### src/rtl/watch_ctrl_pkg.sv
// watch_ctrl_pkg: shared encodings for the watch button front end
package watch_ctrl_pkg;
  typedef enum logic [1:0] {
    FIELD_HOUR = 2'd0,
    FIELD_MIN  = 2'd1,
    FIELD_SEC  = 2'd2
  } field_e;
  typedef enum logic {
    MODE_RUN = 1'b0,
    MODE_SET = 1'b1
  } mode_e;
  localparam int NBTN   = 4;
  localparam int P_STOP = 0;
  localparam int P_NEXT = 1;
  localparam int P_INC  = 2;
  localparam int P_DEC  = 3;
  function automatic field_e next_field(input field_e f);
    return f == FIELD_HOUR ? FIELD_MIN : f == FIELD_MIN ? FIELD_SEC : FIELD_HOUR;
  endfunction
endpackage

### src/rtl/btn_debounce.sv
// btn_debounce: synchronises a raw button, filters bounce and flags debounced presses
module btn_debounce #(
  parameter int DB_CYCLES = 4
) (
  input  logic clk,
  input  logic rst,
  input  logic raw,
  output logic level,
  output logic press
);
  localparam int CW = $clog2(DB_CYCLES);
  logic meta, sync, flip;
  logic [CW-1:0] cnt;
  assign flip = (sync != level) && (cnt == CW'(DB_CYCLES - 1));
  // two-stage synchroniser feeding a run-length filter; a rising flip is a press
  always_ff @(posedge clk or negedge rst)
    if (!rst) begin
      meta  <= 1'b0;
      sync  <= 1'b0;
      cnt   <= '0;
      level <= 1'b0;
      press <= 1'b0;
    end else begin
      meta  <= raw;
      sync  <= meta;
      cnt   <= (sync == level || flip) ? '0 : cnt + 1'b1;
      level <= level ^ flip;
      press <= flip & sync;
    end
endmodule

### src/rtl/watch_button_ctrl.sv
// watch_button_ctrl: debounced, arbitrated single-pulse command front end for the watch core
module watch_button_ctrl
  import watch_ctrl_pkg::*;
#(
  parameter int DB_CYCLES    = 4,
  parameter int REPEAT_DELAY = 16,
  parameter int REPEAT_RATE  = 4
) (
  input  logic       clk,
  input  logic       rst,
  input  logic       btn_stop_run,
  input  logic       btn_inc,
  input  logic       btn_dec,
  input  logic       btn_next,
  output logic       stop_run,
  output logic       inc,
  output logic       dec,
  output logic       next,
  output logic       set_mode,
  output logic [1:0] field
);
  localparam int RW = $clog2(REPEAT_DELAY + 1);
  localparam logic [RW-1:0] RPT_FIRE = RW'(REPEAT_DELAY);
  localparam logic [RW-1:0] RPT_WRAP = RW'(REPEAT_DELAY - REPEAT_RATE + 1);

  logic [NBTN-1:0] raw, level, press, evt, req, gnt, pend;
  logic [P_DEC:P_INC] rep_ok, rep_fire;
  logic [RW-1:0] rpt_cnt [P_INC:P_DEC];
  logic both_held, in_set;
  mode_e mode;
  field_e fld;

  assign raw[P_STOP] = btn_stop_run;
  assign raw[P_NEXT] = btn_next;
  assign raw[P_INC]  = btn_inc;
  assign raw[P_DEC]  = btn_dec;

  for (genvar i = 0; i < NBTN; i++) begin : g_db
    btn_debounce #(.DB_CYCLES(DB_CYCLES)) u_db (
      .clk(clk),
      .rst(rst),
      .raw(raw[i]),
      .level(level[i]),
      .press(press[i])
    );
  end

  assign in_set    = (mode == MODE_SET);
  assign both_held = level[P_INC] & level[P_DEC];

  // repeat timers only run while exactly one of inc/dec is held in SET mode
  always_comb begin
    rep_ok   = '0;
    rep_fire = '0;
    for (int b = P_INC; b <= P_DEC; b++) begin
      rep_ok[b]   = in_set & level[b] & ~both_held;
      rep_fire[b] = rep_ok[b] & (rpt_cnt[b] == RPT_FIRE);
    end
  end

  assign evt[P_STOP] = press[P_STOP];
  assign evt[P_NEXT] = in_set & press[P_NEXT];
  assign evt[P_INC]  = in_set & (press[P_INC] | rep_fire[P_INC]);
  assign evt[P_DEC]  = in_set & (press[P_DEC] | rep_fire[P_DEC]);
  assign req = pend | evt;
  assign gnt = req & (~req + 4'd1);

  // timer counts from the initial pulse, fires at REPEAT_DELAY then wraps to fire every REPEAT_RATE
  always_ff @(posedge clk or negedge rst)
    if (!rst) begin
      rpt_cnt[P_INC] <= '0;
      rpt_cnt[P_DEC] <= '0;
    end else
      for (int b = P_INC; b <= P_DEC; b++)
        rpt_cnt[b] <= !rep_ok[b] ? '0
                    : (gnt[b] && rpt_cnt[b] == '0) ? RW'(1)
                    : rep_fire[b] ? RPT_WRAP
                    : (rpt_cnt[b] != '0) ? rpt_cnt[b] + 1'b1 : '0;

  // mode/field state, pending flags and registered command pulses
  always_ff @(posedge clk or negedge rst)
    if (!rst) begin
      stop_run <= 1'b0;
      next     <= 1'b0;
      inc      <= 1'b0;
      dec      <= 1'b0;
      pend     <= '0;
      mode     <= MODE_RUN;
      fld      <= FIELD_HOUR;
    end else begin
      stop_run <= gnt[P_STOP];
      next     <= gnt[P_NEXT];
      inc      <= gnt[P_INC];
      dec      <= gnt[P_DEC];
      pend     <= gnt[P_STOP] ? '0 : req & ~gnt;
      mode     <= gnt[P_STOP] ? (in_set ? MODE_RUN : MODE_SET) : mode;
      fld      <= (gnt[P_STOP] && !in_set) ? FIELD_HOUR : gnt[P_NEXT] ? next_field(fld) : fld;
    end

  assign set_mode = in_set;
  assign field    = fld;
endmodule

### config.mk
export PLATFORM = sky130hd
export DESIGN_NAME = watch_button_ctrl
export DESIGN_NICKNAME = d
export VERILOG_FILES = /design/src/rtl/watch_ctrl_pkg.sv /design/src/rtl/btn_debounce.sv /design/src/rtl/watch_button_ctrl.sv
export SDC_FILE = /design/constraint.sdc
export NUM_CORES = 1
export LEC_CHECK = 0
export CAP_MARGIN = 20
export CORE_MARGIN = 5
export CORE_UTILIZATION = 45
export CTS_CLUSTER_DIAMETER = 80
export DETAILED_ROUTE_END_ITERATION = 16
export HOLD_SLACK_MARGIN = 0.06
export SYNTH_ARGS = -nofsm -noshare
export SYNTH_HDL_FRONTEND = slang
export SYNTH_HIERARCHICAL = 1
export SYNTH_SLANG_ARGS = --single-unit
### constraint.sdc
create_clock -name clk -period 1.9 [get_ports clk]
set_input_delay 0.19 -clock clk [delete_from_list [all_inputs] [get_ports clk]]
set_output_delay 0.19 -clock clk [all_outputs]
set_load 0.01 [all_outputs]
[After elaboration in Yosys (flattened, before gate mapping)]
Index checks and enable logic that the tools add are counted.
Operators by class
  $add $sub $neg: 7
  equal/unequal tests: 15
  multiplexer cells: 18
  bitwise logic cells: 26
  reductions and logical operators: 18
Operators by type and width (number)
  5-bit 2-to-1 mux: 8
  2-bit 2-to-1 mux: 8
  1-bit bitwise AND: 14
  5-bit by 1-bit adder with 5-bit output (second input constant): 2
  5-bit == test (second input constant): 2
  5-bit logical NOT: 2
  5-bit nonzero test: 2
  2-bit by 1-bit adder with 2-bit output (second input constant): 4
  4-bit bitwise AND: 2
  2-bit == test (second input constant): 4
  4-bit inverter: 2
  1-bit logical AND: 7
  4-bit by 1-bit adder with 4-bit output (second input constant): 1
  1-bit == test: 4
  1-bit logical OR: 4
  4-bit 2-to-1 mux: 1
  1-bit inequality test: 4
  4-bit OR: 1
  1-bit bitwise XOR: 4
  2-bit by 1-bit == test with 1-bit output (second input constant): 1
  2-bit logical NOT: 1
  1-bit OR: 2
  2-bit nonzero test: 1
  1-bit logical NOT: 1
  2 further kinds: 2
Word-level totals
  flip-flop bits (word level): 45
  bits of input ports: 6
  output and inout port bits: 7
  word-level logic and storage cells: 113

[Depth between registers and ports, before layout]
  depth in word-level cells: 13
  depth in mapped cells: 5
  gate-level depth less buffers: 5

[Cells and area by module]
Netlist, hierarchy kept.
Modules (own cells, without submodules)
  watch_button_ctrl: instances 1, cells each 90, area an instance 1006.0 um^2, sequential area each 500.5 um^2
  btn_debounce: instances 4, cells each 14, area an instance 205.2 um^2, sequential area each 150.1 um^2

[Worst setup path before layout]
Ideal clock, no wire load.
  path kind: register -> register
  from: reg rpt_cnt[0] (netlist name)
  to: reg rpt_cnt[0] (netlist name)
  library setup time: 0.119 ns
  data arrival time: 1.425 ns
  data required time: 1.781 ns
  slack: 0.356 ns
  cell stages (with the launch flop): 6
  path buffers: 0
  period minus slack after synthesis: 1.544 ns
  cells stage by stage: dfrtp_1 -> inv_1 -> ha_1 -> or4b_4 -> o221ai_2 -> o21ba_1
Between the ends
  word-level cells in the longest chain between the ends: 11
  elaborated cells on any way between the ends: 16
  those cells by class: add/sub (2); eq/ne (1); mux (4); bitwise (6); reduce/logical (3)
RTL lines
  start, declared: RTL line watch_button_ctrl.sv:28  | logic [RW-1:0] rpt_cnt [P_INC:P_DEC];
  start signal, assigned by index: RTL line watch_button_ctrl.sv:75  | rpt_cnt[b] <= !rep_ok[b] ? '0
  5-bit == test: RTL line watch_button_ctrl.sv:57  | rep_fire[b] = rep_ok[b] & (rpt_cnt[b] == RPT_FIRE);
  1-bit bitwise AND: RTL line watch_button_ctrl.sv:57
  1-bit OR: RTL line watch_button_ctrl.sv:64  | assign evt[P_DEC] = in_set & (press[P_DEC] | rep_fire[P_DEC]);
  1-bit bitwise AND: RTL line watch_button_ctrl.sv:64
  4-bit OR: RTL line watch_button_ctrl.sv:65  | assign req = pend | evt;
  4-bit inverter: RTL line watch_button_ctrl.sv:66  | assign gnt = req & (~req + 4'd1);
  4-bit by 1-bit adder with 4-bit output: RTL line watch_button_ctrl.sv:66
  4-bit bitwise AND: RTL line watch_button_ctrl.sv:66
  1-bit logical AND: RTL line watch_button_ctrl.sv:76  | : (gnt[b] && rpt_cnt[b] == '0) ? RW'(1)
  5-bit 2-to-1 mux (*): RTL line watch_button_ctrl.sv:76
  5-bit 2-to-1 mux (*): RTL line watch_button_ctrl.sv:75
Every way passes the cells marked *; elsewhere a longest branch is shown, timed or not.
A chain may end at the register's enable or synchronous reset.

[Worst setup path after layout]
Ends and elaborated chain as after synthesis.

==> results by group <==
Routing
  – Drt pass-1 iters: 4
  – Via count: 1148
  – Via/cell ratio: 5.34
  – WL/cell: 13.8 um
  – Drt total wl: 2970 um
  – Initial DRC Count: 50
  – Post-route ant nets: 0
  – Residual DRC: 0

Critical path
  – CP Depth: 5
  – Crit path max-delay family: simple AND/OR/NAND/NOR gates
  – Crit. End Element: register
  – Crit-path cells: inv_1, ha_1, or4b_4, o221ai_2, o21ba_1
  – Crit Path Max Fanout: 5
  – CP Class: reg -> reg
  – CP arrival: 1.91 ns
  – Bufs and invs on worst path: 1
  – Reg2Reg Setup Slack: 0.17 ns
  – R2R depth: 5
  – CP max-delay cell: or4b_4
  – Worst EP required: 2.08 ns
  – Crit path launch type: register
  – RR Endpoint: rpt_cnt[0]$_DFF_PN0_
  – CP max stage delay: 0.51 ns
  – Reg2Reg Launch Point: rpt_cnt[0]$_DFF_PN0_

STA
  – Hold Fails Final Rpt: 0
  – Worst Skew: 0.00593 ns
  – Fmax: 577 MHz
  – Final Cycle Share: 91.2%
  – RSZ-0062 raised after global routing: no
  – Minimum clock period: 1.73 ns
  – Setup violations, final: 0
  – TNS Setup: 0 ns
  – Final Max Slew Viols: 0

Layout
  – Diode count: 0
  – Area Growth Syn to Fin: 15.3%
  – Reg area: 1100 um^2
  – Core Util, Final: 53.0%
  – Final nets: 179
  – Layout cells sized above 1: 11.5%
  – Multi-input logic area: 678 um^2
  – Fill cell count: 340

Synth
  – Number of warnings issued by yosys: 6
  – Post-synthesis adder-cell area fraction: 5.48%
  – Mapped Area: 1830 um^2
  – Ys async rst share: 100%
  – Post-synth cell types: 39
  – Post-Synth XOR/XNOR Area: 3.36%
  – Main combinational cell family by area after synthesis: simple AND/OR/NAND/NOR gates
  – Syn Nets: 160
  – Sequential fraction of the synthesis area: 60.3%
  – Post-synthesis mux area share: 1.16%
  – Synth Area in Simple Gates: 15.3%
  – Syn avg cell area: 12.5 um^2
  – Count of state elements after synthesis: 44
  – Post-synthesis compound-gate area fraction: 11.6%
  – Cells after Synth: 146
  – EDFF count, synth: 0
  – Ys flop type: dfrtp_1

Clocking
  – Setup repair bufs after CTS: 0
  – Post-CTS resize count: 0
  – Cts bufs inserted: 5
  – CTS tree: done
  – H-tree depth: 2
  – Clock buffer depth: 2
  – Clock root buffer: clkbuf_8
  – Clock Sink Count: 44
  – CTS hold repair buffers: 1
  – Clk Latency, worst-skew pair: 0.29 ns
  – Reg clk slew, reported paths: 0.07 ns

Place
  – Port bufs: 12
  – Placer Congestion: 0.695
  – Post-DP HPWL: 2160 um

Die
  – Die width: 73.7 um
  – Die Height: 73.7 um
  – Ports: 13
  – Full die area: 5430 um^2
  – Initial Util: 46.0%
  – CORE AREA: 3970 um^2
  – FP Rows: 23

Global route
  – Vias in the first global route: 1208
  – Tot GR Track Use: 12.9%
  – First-pass GRT wire length: 5330 um
  – Initial antenna violation count: 0
  – Grt total ovfl: 0
  – Largest net degree at the start of global routing: 27

Power and ir drop
  – VDD IR-drop max: 0.539 mV
  – Pleak: 0.981 nW
  – Cell Pwr Density: 1080 nW/um^2

Status
  – Run status: finished clean

Job
  – Max-cap violation count: 0

Hold path
  – HP Start: btn_inc
  – Hold EP: g_db[2].u_db/meta$_DFF_PN0_
  – Hold path depth: 1
  – Worst hold path class: in -> reg
[final cells by class]
type / count / area share (%)
inverters: 10 / 1.78
multi-input cells: 90 / 32.2
repair buffers: 14 / 6.89
clock inverters: 2 / 0.594
clock buffers: 5 / 3.27
flip-flops and latches: 44 / 52.3
well taps: 50 / 2.97
[cell families (layout without fill, tap and decap cells)]
| group | Yosys count | after routing |
|---|---|---|
| XOR/XNOR | 7 | 7 |
| flip-flops | 44 | 44 |
| buffers and inverters | 12 | 31 |
| other | 1 | 1 |
| AO/OA/AOI/OAI | 28 | 28 |
| multiplexers | 2 | 2 |
| adder cells (fa/ha/maj) | 8 | 8 |
| AND/OR/NAND/NOR | 44 | 44 |
[worst reg2reg max path: stages (launching register included)]
cell and delay (ns):
dfrtp_1 0.41, inv_1 0.11, ha_1 0.26, or4b_4 0.51
o221ai_2 0.17, o21ba_1 0.18
[cell usage in the layout (no fill, tap or decap), drive strengths merged, types with 3 or more instances in the layout]
master and count:
nor3 8, nand2b 3, inv 10, dfrtp 44
o21ai 4, ha 8, clkdlybuf4s50 11, a211oi 4
xnor2 5, clkbuf 5, nor3b 6, a311oi 3
a21oi 5, a21o 3, nor2 7, nand2 7
[per-stage QoR]
| step | hold slack [ns] | instance area, um^2 | power [W] | worst slack [ns] | std cells |
|---|---|---|---|---|---|
| 2_1_floorplan | -0.106 | 1830 | 0.00156 | 0.356 | 146 |
| 3_3_place_gp | 0.169 | 2010 | 0.00173 | 0.316 | 207 |
| 3_5_place_dp | 0.166 | 2010 | 0.00176 | 0.203 | 207 |
| 4_1_cts | 0.329 | 2110 | 0.00230 | 0.173 | 215 |
| 5_1_grt | 0.331 | 2110 | 0.00243 | 0.118 | 215 |
| 6_report | 0.335 | 2110 | 0.00227 | 0.166 | 215 |
[layer usage]
metal  track usage [%]  up-vias  share of wire, %
met2              21.0       15                49
met4              6.84        0               2.7
li1                  -      557                 -
met3              3.56        6               3.2
met5                 0        -                 0
met1              15.6      570                45
[state kept, by name (all words and copies together), names as in the netlist, named ones only]
signal and cells:
rpt_cnt 10, g_db.u_db/cnt 8, g_db.u_db/meta 4, g_db.u_db/press 4, g_db.u_db/sync 4, pend 3, field 2, dec 1
inc 1, next 1, set_mode 1, stop_run 1
[report_power, final]
part	internal, W	leakage [nW]	total, W	switching (W)
combinational	0.000270	0.369	0.000485	0.000214
clock	0.000248	0.0400	0.000536	0.000288
sequential	0.00110	0.572	0.00125	0.000150
total	0.00162	0.981	0.00227	0.000652
[worst max-delay path by stage]
| stage | startpoint | slack [ns] | endpoint |
|---|---|---|---|
| 2_1_floorplan | rpt_cnt[0]$_DFF_PN0_ | 0.36 | rpt_cnt[0]$_DFF_PN0_ |
| 5_1_grt | rpt_cnt[0]$_DFF_PN0_ | 0.12 | rpt_cnt[0]$_DFF_PN0_ |
| 3_3_place_gp | rpt_cnt[0]$_DFF_PN0_ | 0.32 | rpt_cnt[0]$_DFF_PN0_ |
| 3_5_place_dp | rpt_cnt[0]$_DFF_PN0_ | 0.20 | rpt_cnt[0]$_DFF_PN0_ |
| 6_report | rpt_cnt[0]$_DFF_PN0_ | 0.17 | rpt_cnt[0]$_DFF_PN0_ |
| 4_1_cts | rpt_cnt[0]$_DFF_PN0_ | 0.17 | rpt_cnt[0]$_DFF_PN0_ |
[cells in the mapped netlist (2+ instances only)]
master,instances,area [um^2]
dfrtp_1,44,1100
a21o_1,3,22.5
nor2_1,7,26.3
nor3b_2,4,50.1
a31oi_1,2,12.5
o21ai_0,4,20.0
ha_1,8,100
nand2b_1,3,18.8
xor2_1,2,17.5
a311oi_1,2,17.5
nor3b_1,2,15.0
nand3b_1,2,15.0
and3_1,2,12.5
a21oi_1,5,25.0
nor3_1,8,40.0
nand2_1,7,26.3
xnor2_1,5,43.8
buf_2,2,10.0
a211oi_1,4,30.0
inv_1,10,37.5
and3b_1,2,17.5
Power figures use the tool's default switching activity.
